$ cat config.mk
export PLATFORM = sky130hd
export DESIGN_NAME = stream_reader
export DESIGN_NICKNAME = d
export VERILOG_FILES = /design/src/rtl/stream_reader.sv
export SDC_FILE = /design/constraint.sdc
export NUM_CORES = 2
export LEC_CHECK = 0
export ABC_AREA = 1
export CAP_MARGIN = 25
export CORE_AREA = 2 2 527 529
export CTS_BUF_LIST = sky130_fd_sc_hd__clkbuf_8 sky130_fd_sc_hd__clkbuf_16
export CTS_CLUSTER_SIZE = 28
export DETAILED_ROUTE_END_ITERATION = 8
export DIE_AREA = 0 0 529 531
export PLACE_DENSITY = 0.53
export SYNTH_ARGS = -nofsm -noshare
export SYNTH_HDL_FRONTEND = slang
export SYNTH_SLANG_ARGS = --single-unit
export TNS_END_PERCENT = 50
$ cat constraint.sdc
create_clock -name clk -period 4.8 [get_ports clk]
set_clock_uncertainty 0.15 [all_clocks]
set_input_delay 0.96 -clock clk [delete_from_list [all_inputs] [get_ports clk]]
set_output_delay 0.96 -clock clk [all_outputs]
set_load 0.005 [all_outputs]
$ cat src/rtl/stream_reader.sv
// Turns host/card memory regions into a normalized AXI4S stream: issues chunked read requests,
// reshapes returned data (keep/last) per region, and raises a notify once a region is consumed.
module stream_reader #(
    parameter logic [1:0] STRM                  = 2'd1,
    parameter int         AXI_STRM_ID           = 0,
    parameter bit         IS_LOCAL              = 1'b1,
    parameter int         TRANSFER_LENGTH_BYTES = 4096,
    parameter int         MAX_OUTSTANDING       = 4,
    parameter int         AXI_DATA_BITS         = 512,
    parameter int         VADDR_BITS            = 48,
    parameter int         LEN_BITS              = 28
) (
    input  logic                         clk,
    input  logic                         rst_n,
    // All channels are valid/ready: a transfer happens on a rising edge where both are high.
    output logic                         sq_rd_valid,
    input  logic                         sq_rd_ready,
    output logic [4:0]                   sq_rd_opcode,
    output logic [1:0]                   sq_rd_strm,
    output logic                         sq_rd_mode,
    output logic                         sq_rd_rdma,
    output logic                         sq_rd_remote,
    output logic [VADDR_BITS-1:0]        sq_rd_vaddr,
    output logic [LEN_BITS-1:0]          sq_rd_len,
    output logic [5:0]                   sq_rd_pid,
    output logic [3:0]                   sq_rd_dest,
    output logic                         sq_rd_last,
    input  logic                         cq_rd_valid,
    output logic                         cq_rd_ready,
    input  logic [1:0]                   cq_rd_strm,
    input  logic [3:0]                   cq_rd_dest,
    output logic                         notify_valid,
    input  logic                         notify_ready,
    output logic [5:0]                   notify_pid,
    output logic [31:0]                  notify_value,
    input  logic                         mem_config_valid,
    output logic                         mem_config_ready,
    input  logic [VADDR_BITS-1:0]        mem_config_vaddr,
    input  logic [VADDR_BITS-1:0]        mem_config_size,
    input  logic                         input_data_tvalid,
    output logic                         input_data_tready,
    input  logic [AXI_DATA_BITS-1:0]     input_data_tdata,
    output logic                         output_data_tvalid,
    input  logic                         output_data_tready,
    output logic [AXI_DATA_BITS-1:0]     output_data_tdata,
    output logic [AXI_DATA_BITS/8-1:0]   output_data_tkeep,
    output logic                         output_data_tlast,
    output logic [1:0]                   state_dbg
);
    localparam int BYTES      = AXI_DATA_BITS / 8;
    localparam int BYTE_SHIFT = $clog2(BYTES);
    localparam logic [4:0] OPC_LOCAL_READ = 5'h00;
    localparam logic [4:0] OPC_RDMA_READ  = 5'h0c;

    if (TRANSFER_LENGTH_BYTES % BYTES != 0) begin : g_bad_transfer
        $error("TRANSFER_LENGTH_BYTES must be a multiple of the data bus width in bytes");
    end
    if (AXI_STRM_ID < 0 || AXI_STRM_ID > 7) begin : g_bad_id
        $error("AXI_STRM_ID must be in 0..7");
    end
    if (MAX_OUTSTANDING < 1 || MAX_OUTSTANDING > 16) begin : g_bad_outstanding
        $error("MAX_OUTSTANDING must be in 1..16");
    end

    typedef enum logic [1:0] {WAIT_BUFFER, REQUEST, WAIT_COMPLETION, NOTIFY} state_t;
    state_t state, state_next;

    logic                  armed;
    logic [VADDR_BITS-1:0] vaddr, bytes_left, emit_left, num_requests, num_completed;
    logic [27:0]           bytes_in_region;
    logic [LEN_BITS-1:0]   len_fifo [16];
    logic [3:0]            wr_ptr, rd_ptr;
    logic [4:0]            outstanding;
    logic [LEN_BITS-1:0]   beat_cnt, req_len, head_len, beats_expected;
    logic                  buf_hs, sq_hs, in_hs, req_done, cq_hit, region_done, region_last;
    logic [AXI_DATA_BITS/8-1:0] beat_keep;
    logic [BYTE_SHIFT-1:0] tail_bytes;

    assign buf_hs      = mem_config_valid && mem_config_ready;
    assign sq_hs       = sq_rd_valid && sq_rd_ready;
    assign in_hs       = input_data_tvalid && input_data_tready;
    assign req_len     = (bytes_left < VADDR_BITS'(TRANSFER_LENGTH_BYTES)) ?
                         bytes_left[LEN_BITS-1:0] : LEN_BITS'(TRANSFER_LENGTH_BYTES);
    assign head_len       = len_fifo[rd_ptr];
    assign beats_expected = (head_len + LEN_BITS'(BYTES - 1)) >> BYTE_SHIFT;
    assign req_done    = in_hs && (beat_cnt + LEN_BITS'(1) == beats_expected);
    assign cq_hit      = cq_rd_valid && (cq_rd_strm == STRM) && (cq_rd_dest == 4'(AXI_STRM_ID));
    assign region_done = (num_completed == num_requests) && (outstanding == 5'd0);

    // The region's final beat is identified by the bytes still to be emitted, not by request boundaries.
    assign region_last = emit_left <= VADDR_BITS'(BYTES);
    assign tail_bytes  = emit_left[BYTE_SHIFT-1:0];
    always_comb begin
        beat_keep = '1;
        if (region_last && tail_bytes != '0) beat_keep = ~({(AXI_DATA_BITS/8){1'b1}} << tail_bytes);
    end

    always_ff @(posedge clk or negedge rst_n) begin
        if (!rst_n) state <= WAIT_BUFFER;
        else        state <= state_next;
    end

    always_comb begin
        state_next = state;
        case (state)
            WAIT_BUFFER:     if (buf_hs) state_next = (mem_config_size == '0) ? NOTIFY : REQUEST;
            REQUEST:         if (sq_hs && bytes_left == VADDR_BITS'(req_len)) state_next = WAIT_COMPLETION;
            WAIT_COMPLETION: if (region_done) state_next = notify_ready ? WAIT_BUFFER : NOTIFY;
            NOTIFY:          if (notify_ready) state_next = WAIT_BUFFER;
            default:         state_next = WAIT_BUFFER;
        endcase
    end

    always_comb begin
        mem_config_ready = armed && (state == WAIT_BUFFER);
        sq_rd_valid      = (state == REQUEST) && (outstanding < 5'(MAX_OUTSTANDING));
        notify_valid     = (state == NOTIFY) || ((state == WAIT_COMPLETION) && region_done);
    end

    assign state_dbg    = state;
    assign sq_rd_opcode = IS_LOCAL ? OPC_LOCAL_READ : OPC_RDMA_READ;
    assign sq_rd_strm   = STRM;
    assign sq_rd_mode   = !IS_LOCAL;
    assign sq_rd_rdma   = !IS_LOCAL;
    assign sq_rd_remote = !IS_LOCAL;
    assign sq_rd_vaddr  = vaddr;
    assign sq_rd_len    = req_len;
    assign sq_rd_pid    = 6'd0;
    assign sq_rd_dest   = 4'(AXI_STRM_ID);
    assign sq_rd_last   = 1'b1;
    assign cq_rd_ready  = 1'b1;
    assign notify_pid   = 6'd0;
    assign notify_value = {1'b1, bytes_in_region, 3'(AXI_STRM_ID)};

    always_ff @(posedge clk or negedge rst_n) begin
        if (!rst_n) begin
            armed           <= 1'b0;
            vaddr           <= '0;
            bytes_left      <= '0;
            emit_left       <= '0;
            bytes_in_region <= '0;
            num_requests    <= '0;
            num_completed   <= '0;
        end else begin
            armed <= 1'b1;
            if (buf_hs) begin
                vaddr           <= mem_config_vaddr;
                bytes_left      <= mem_config_size;
                emit_left       <= mem_config_size;
                bytes_in_region <= mem_config_size[27:0];
                num_requests    <= '0;
                num_completed   <= '0;
            end else begin
                if (sq_hs) begin
                    vaddr        <= vaddr + VADDR_BITS'(req_len);
                    bytes_left   <= bytes_left - VADDR_BITS'(req_len);
                    num_requests <= num_requests + VADDR_BITS'(1);
                end
                if (cq_hit) num_completed <= num_completed + VADDR_BITS'(1);
                if (in_hs) emit_left <= region_last ? '0 : emit_left - VADDR_BITS'(BYTES);
            end
        end
    end

    always_ff @(posedge clk) begin
        if (sq_hs) len_fifo[wr_ptr] <= req_len;
    end

    // The length FIFO occupancy doubles as the outstanding-request count.
    always_ff @(posedge clk or negedge rst_n) begin
        if (!rst_n) begin
            wr_ptr      <= '0;
            rd_ptr      <= '0;
            outstanding <= '0;
            beat_cnt    <= '0;
        end else begin
            if (sq_hs) wr_ptr <= wr_ptr + 4'd1;
            if (req_done) begin
                rd_ptr   <= rd_ptr + 4'd1;
                beat_cnt <= '0;
            end else if (in_hs) begin
                beat_cnt <= beat_cnt + LEN_BITS'(1);
            end
            case ({sq_hs, req_done})
                2'b10:   outstanding <= outstanding + 5'd1;
                2'b01:   outstanding <= outstanding - 5'd1;
                default: outstanding <= outstanding;
            endcase
        end
    end

    assign input_data_tready = !output_data_tvalid || output_data_tready;

    always_ff @(posedge clk or negedge rst_n) begin
        if (!rst_n) begin
            output_data_tvalid <= 1'b0;
            output_data_tdata  <= '0;
            output_data_tkeep  <= '0;
            output_data_tlast  <= 1'b0;
        end else if (input_data_tready) begin
            output_data_tvalid <= input_data_tvalid;
            if (input_data_tvalid) begin
                output_data_tdata <= input_data_tdata;
                output_data_tkeep <= beat_keep;
                output_data_tlast <= region_last;
            end
        end
    end

    a_data_without_request: assert property (@(posedge clk) disable iff (!rst_n)
        !(input_data_tvalid && outstanding == 5'd0))
        else $fatal(1, "input data arrived with no outstanding request");
    a_region_too_large: assert property (@(posedge clk) disable iff (!rst_n)
        !(buf_hs && mem_config_size > VADDR_BITS'(28'hfff_ffff)))
        else $fatal(1, "region size exceeds 2^28-1 bytes");
endmodule
==> results_dict.tcl <==
set metrics [dict create \
    cts-buffers-inserted 170 \
    grt_first_pass_wirelength_mm 473.9 \
    final-max-slew-violation-count 0 \
    core_area_um2 275300 \
    avgRoutedWirePerCell_um 28.07 \
    r2r_setup_slack_ns 0.26 \
    final_layout_size_suffix_gt1_share_pct 7.226 \
    fillCellCount 28660 \
    synth_commonest_cells "2873 x nand2_1, 890 x dfrtp_1, 675 x inv_1, 478 x nand3_1, 462 x nor2_1" \
    cts_tree "built" \
    ir_worst_vdd_uv 300.6 \
    cell_row_count 193 \
    slew-limit-headroom_pct 3.482 \
    drtPass1Iterations 6 \
    netSwitchingFraction_pct 32.83 \
    clockBufferDepth 4 \
    startpoint_type "register" \
    timing_hold_violations_final 0 \
    worst_setup_path_endpoint "notify_valid" \
    globalplace.congestion 0.9711 \
    clock_insertion_delay_worst_skew_ns 0.89 \
    synth.avg_cell_area_um2 8.548 \
    start_util_pct 22.49 \
    finalCritPeriodShare_pct 96.47 \
    buffer_ports.inserted 1294 \
    groute.usage.overall_pct 24.52 \
    timing.critical_path.from "outstanding[1]" \
    critical_path_class "reg -> out" \
    min_period_ns 4.630 \
    synth.ff_latch_count 1338 \
    finalPower_uw 36430 \
    drt_wl_total_mm 357.3 \
    static_leakage_uw 0.04044 \
    drt_iter0_drc 5437 \
    grt_pass1_vias 55040 \
    ios 1342 \
    maxCapViolCount 0 \
    power.sequential.fraction_pct 39.7 \
    holdCritPathClass "reg -> reg" \
    power_frac_comb_pct 23.3 \
    outcome "finished clean" \
    critPathCaptureType "output pin" \
    power_switching_uw 11960 \
    clock_power_share_pct 37.0 \
    yosysWarnings 0 \
    clock-sinks 1338 \
    die_width_um 529 \
    syn_inst 7244 \
    syn_area_um2 61920 \
    grt_max_degree 222 \
    grt_overflow 0 \
    clkSlewWorstSetupHoldPaths_ns 0.06 \
    yosys_most_used_dff "dfrtp_1" \
    critical_path.reg2reg.endpoint "sq_rd_vaddr[41]" \
    viasPerCell 4.520 \
    die_y_um 531 \
    yosysMostFrequentCell "nand2_1" \
    setup_violations 0 \
    max_freq_mhz 216.0 \
    place.detailed.hpwl_mm 286.1 \
    antenna_viol_nets_final 0 \
    remaining_drc_errors 0 \
    synthToLayoutAreaGrowth_pct 41.41 \
    cts_root_buf "clkbuf_16" \
    cp_data_arrival_time_ns 3.52 \
    synth.distinct_cells 59 \
    r2r_cells 23 \
    synth-async-reset-ratio_pct 66.52 \
    synthDominantAreaCellType "dfrtp_1" \
    final_nets 9594 \
    fin_area_um2 87560 \
    internal_power_uw 24470 \
    critPathMaxFanout 4 \
    worst_pin_slew_ns 1.448 \
    r2r-start "bytes_left[19]" \
    crit_required_ns 3.69 \
    post-place-cells 12360 \
    h-tree-depth 4 \
    netlist.area_leader.share_pct 35.97 \
    synth_enable_flop_cells 448 \
    finish.cell_count_without_fillers 12730 \
    synth_sequential_area_ratio_pct 57.69 \
    synth.area.top_cells "dfrtp_1 36%, edfxtp_1 22%, nand2_1 17%, inv_1 4.1%, nand3_1 3.9%" \
    power-per-cell-area_nw_per_um2 416.1 \
    design.die.area_um2 280900 \
    dr_total_vias 57520 \
    placed_area_um2 81380 \
    grt_setup_unrepaired "yes" \
    grt_antenna_before_repair 144 \
]
==> routing by layer <==
layer  vias up  share of wire (%)  GRT usage [%]
met5         -               0.28          1.744
met4        54                4.2          9.525
met3       487                9.0          8.036
met2      2270                 43          36.06
met1     28310                 44          32.93
li1      26400                  -              -
==> layout by cell type, fill, tap and decap left out, drive strengths merged, types with 7 or more instances in the layout <==
cell type	synthesis	final
a21oi	152	152
a31oi	41	41
buf	138	254
bufinv	0	15
clkbuf	197	205
clkdlybuf4s50	0	1287
clkinv	1	54
conb	2	304
dfrtp	890	890
diode	0	54
edfxtp	448	448
ha	43	43
inv	687	719
nand2	2878	2878
nand3	478	478
nand3b	15	15
nand4	59	59
nor2	482	482
nor3	100	100
nor4	65	65
o211ai	48	48
o21a	14	14
o21ai	236	236
o221ai	19	19
o22ai	14	14
o311ai	18	18
o31ai	7	7
or2	41	41
xnor2	33	33
xor2	85	85
==> layout make-up <==
class	count	area, um^2	share of cell area [%]
clock buffers	205	4792	5.473
flip-flops and latches	1338	35730	40.81
clock inverters	105	1035	1.182
well taps	3607	4513	5.154
diodes	54	135.1	0.1543
repair buffers	1544	15470	17.67
inverters	688	2606	2.977
multi-input cells	5185	23280	26.58
==> power by group through the flow <==
stage | clock network, uW | logic [uW] | registers, uW
6_report | 13500 | 8480 | 14500
5_1_grt | 14200 | 9200 | 14600
3_3_place_gp | 0 | 8340 | 14600
2_1_floorplan | 0 | 3520 | 14200
4_1_cts | 13800 | 8440 | 14500
3_5_place_dp | 0 | 8370 | 14600
==> worst min-delay path by stage <==
stage / startpoint / to / depth (start not counted)
4_1_cts: outstanding[4] / outstanding[4] / 1
6_report: output_data_tdata[211] / output_data_tdata[211] / 2
3_5_place_dp: output_data_tdata[402] / output_data_tdata[402] / 2
2_1_floorplan: outstanding[4] / outstanding[4] / 1
3_3_place_gp: output_data_tdata[172] / output_data_tdata[172] / 2
5_1_grt: outstanding[4] / outstanding[4] / 1
==> cells by family (layout without fill, tap and decap cells) <==
family	count (synthesis)	in the layout	share of synthesized area (%)
adder cells (fa/ha/maj)	45	45	0.9335
XOR/XNOR	118	118	1.669
AO/OA/AOI/OAI	593	593	5.642
other	2	358	0.01213
buffers and inverters	1023	2542	6.864
flip-flops	1338	1338	57.69
AND/OR/NAND/NOR	4125	4125	27.19
==> critical path: stages, from the launching register on <==
cell	delay (ns)
dfrtp_1	0.42
nor2_1	0.57
o2111ai_1	0.27
nor4_2	0.35
nand4_1	0.14
buf_4	0.19
a21oi_1	0.18
clkdlybuf4s50_1	0.54
==> state kept, by name, summed over array words and instances, names as in the netlist, 2 cells and up <==
signal             count
outstanding            5
output_data_tdata    512
emit_left             48
sq_rd_vaddr           48
beat_cnt              28
num_requests          48
bytes_in_region       28
wr_ptr                 4
len_fifo             448
bytes_left            48
num_completed         48
rd_ptr                 4
state_dbg              2
output_data_tkeep     64
==> per-stage QoR <==
step           util, %  hold slack [ns]  setup slack [ns]  setup TNS, ns
6_report         31.81           0.3260            0.1696              0
5_1_grt          31.78           0.3342          -0.01613       -0.01613
4_1_cts          31.71           0.3280          -0.09831        -0.1215
3_5_place_dp     29.56           0.3141           -0.1452        -0.8679
3_3_place_gp     29.56           0.3113           -0.1526        -0.8516
2_1_floorplan        -           0.2923            0.1526              0
==> what timing repair did <==
item	CTS	global route
hold endpoints to repair	45	0
gates resized for setup	18	38
setup endpoints to repair	20	32
pin swaps	2	6
buffers inserted	1	1
hold buffers	1	0
Note: power is estimated with default switching activity, not from simulation.
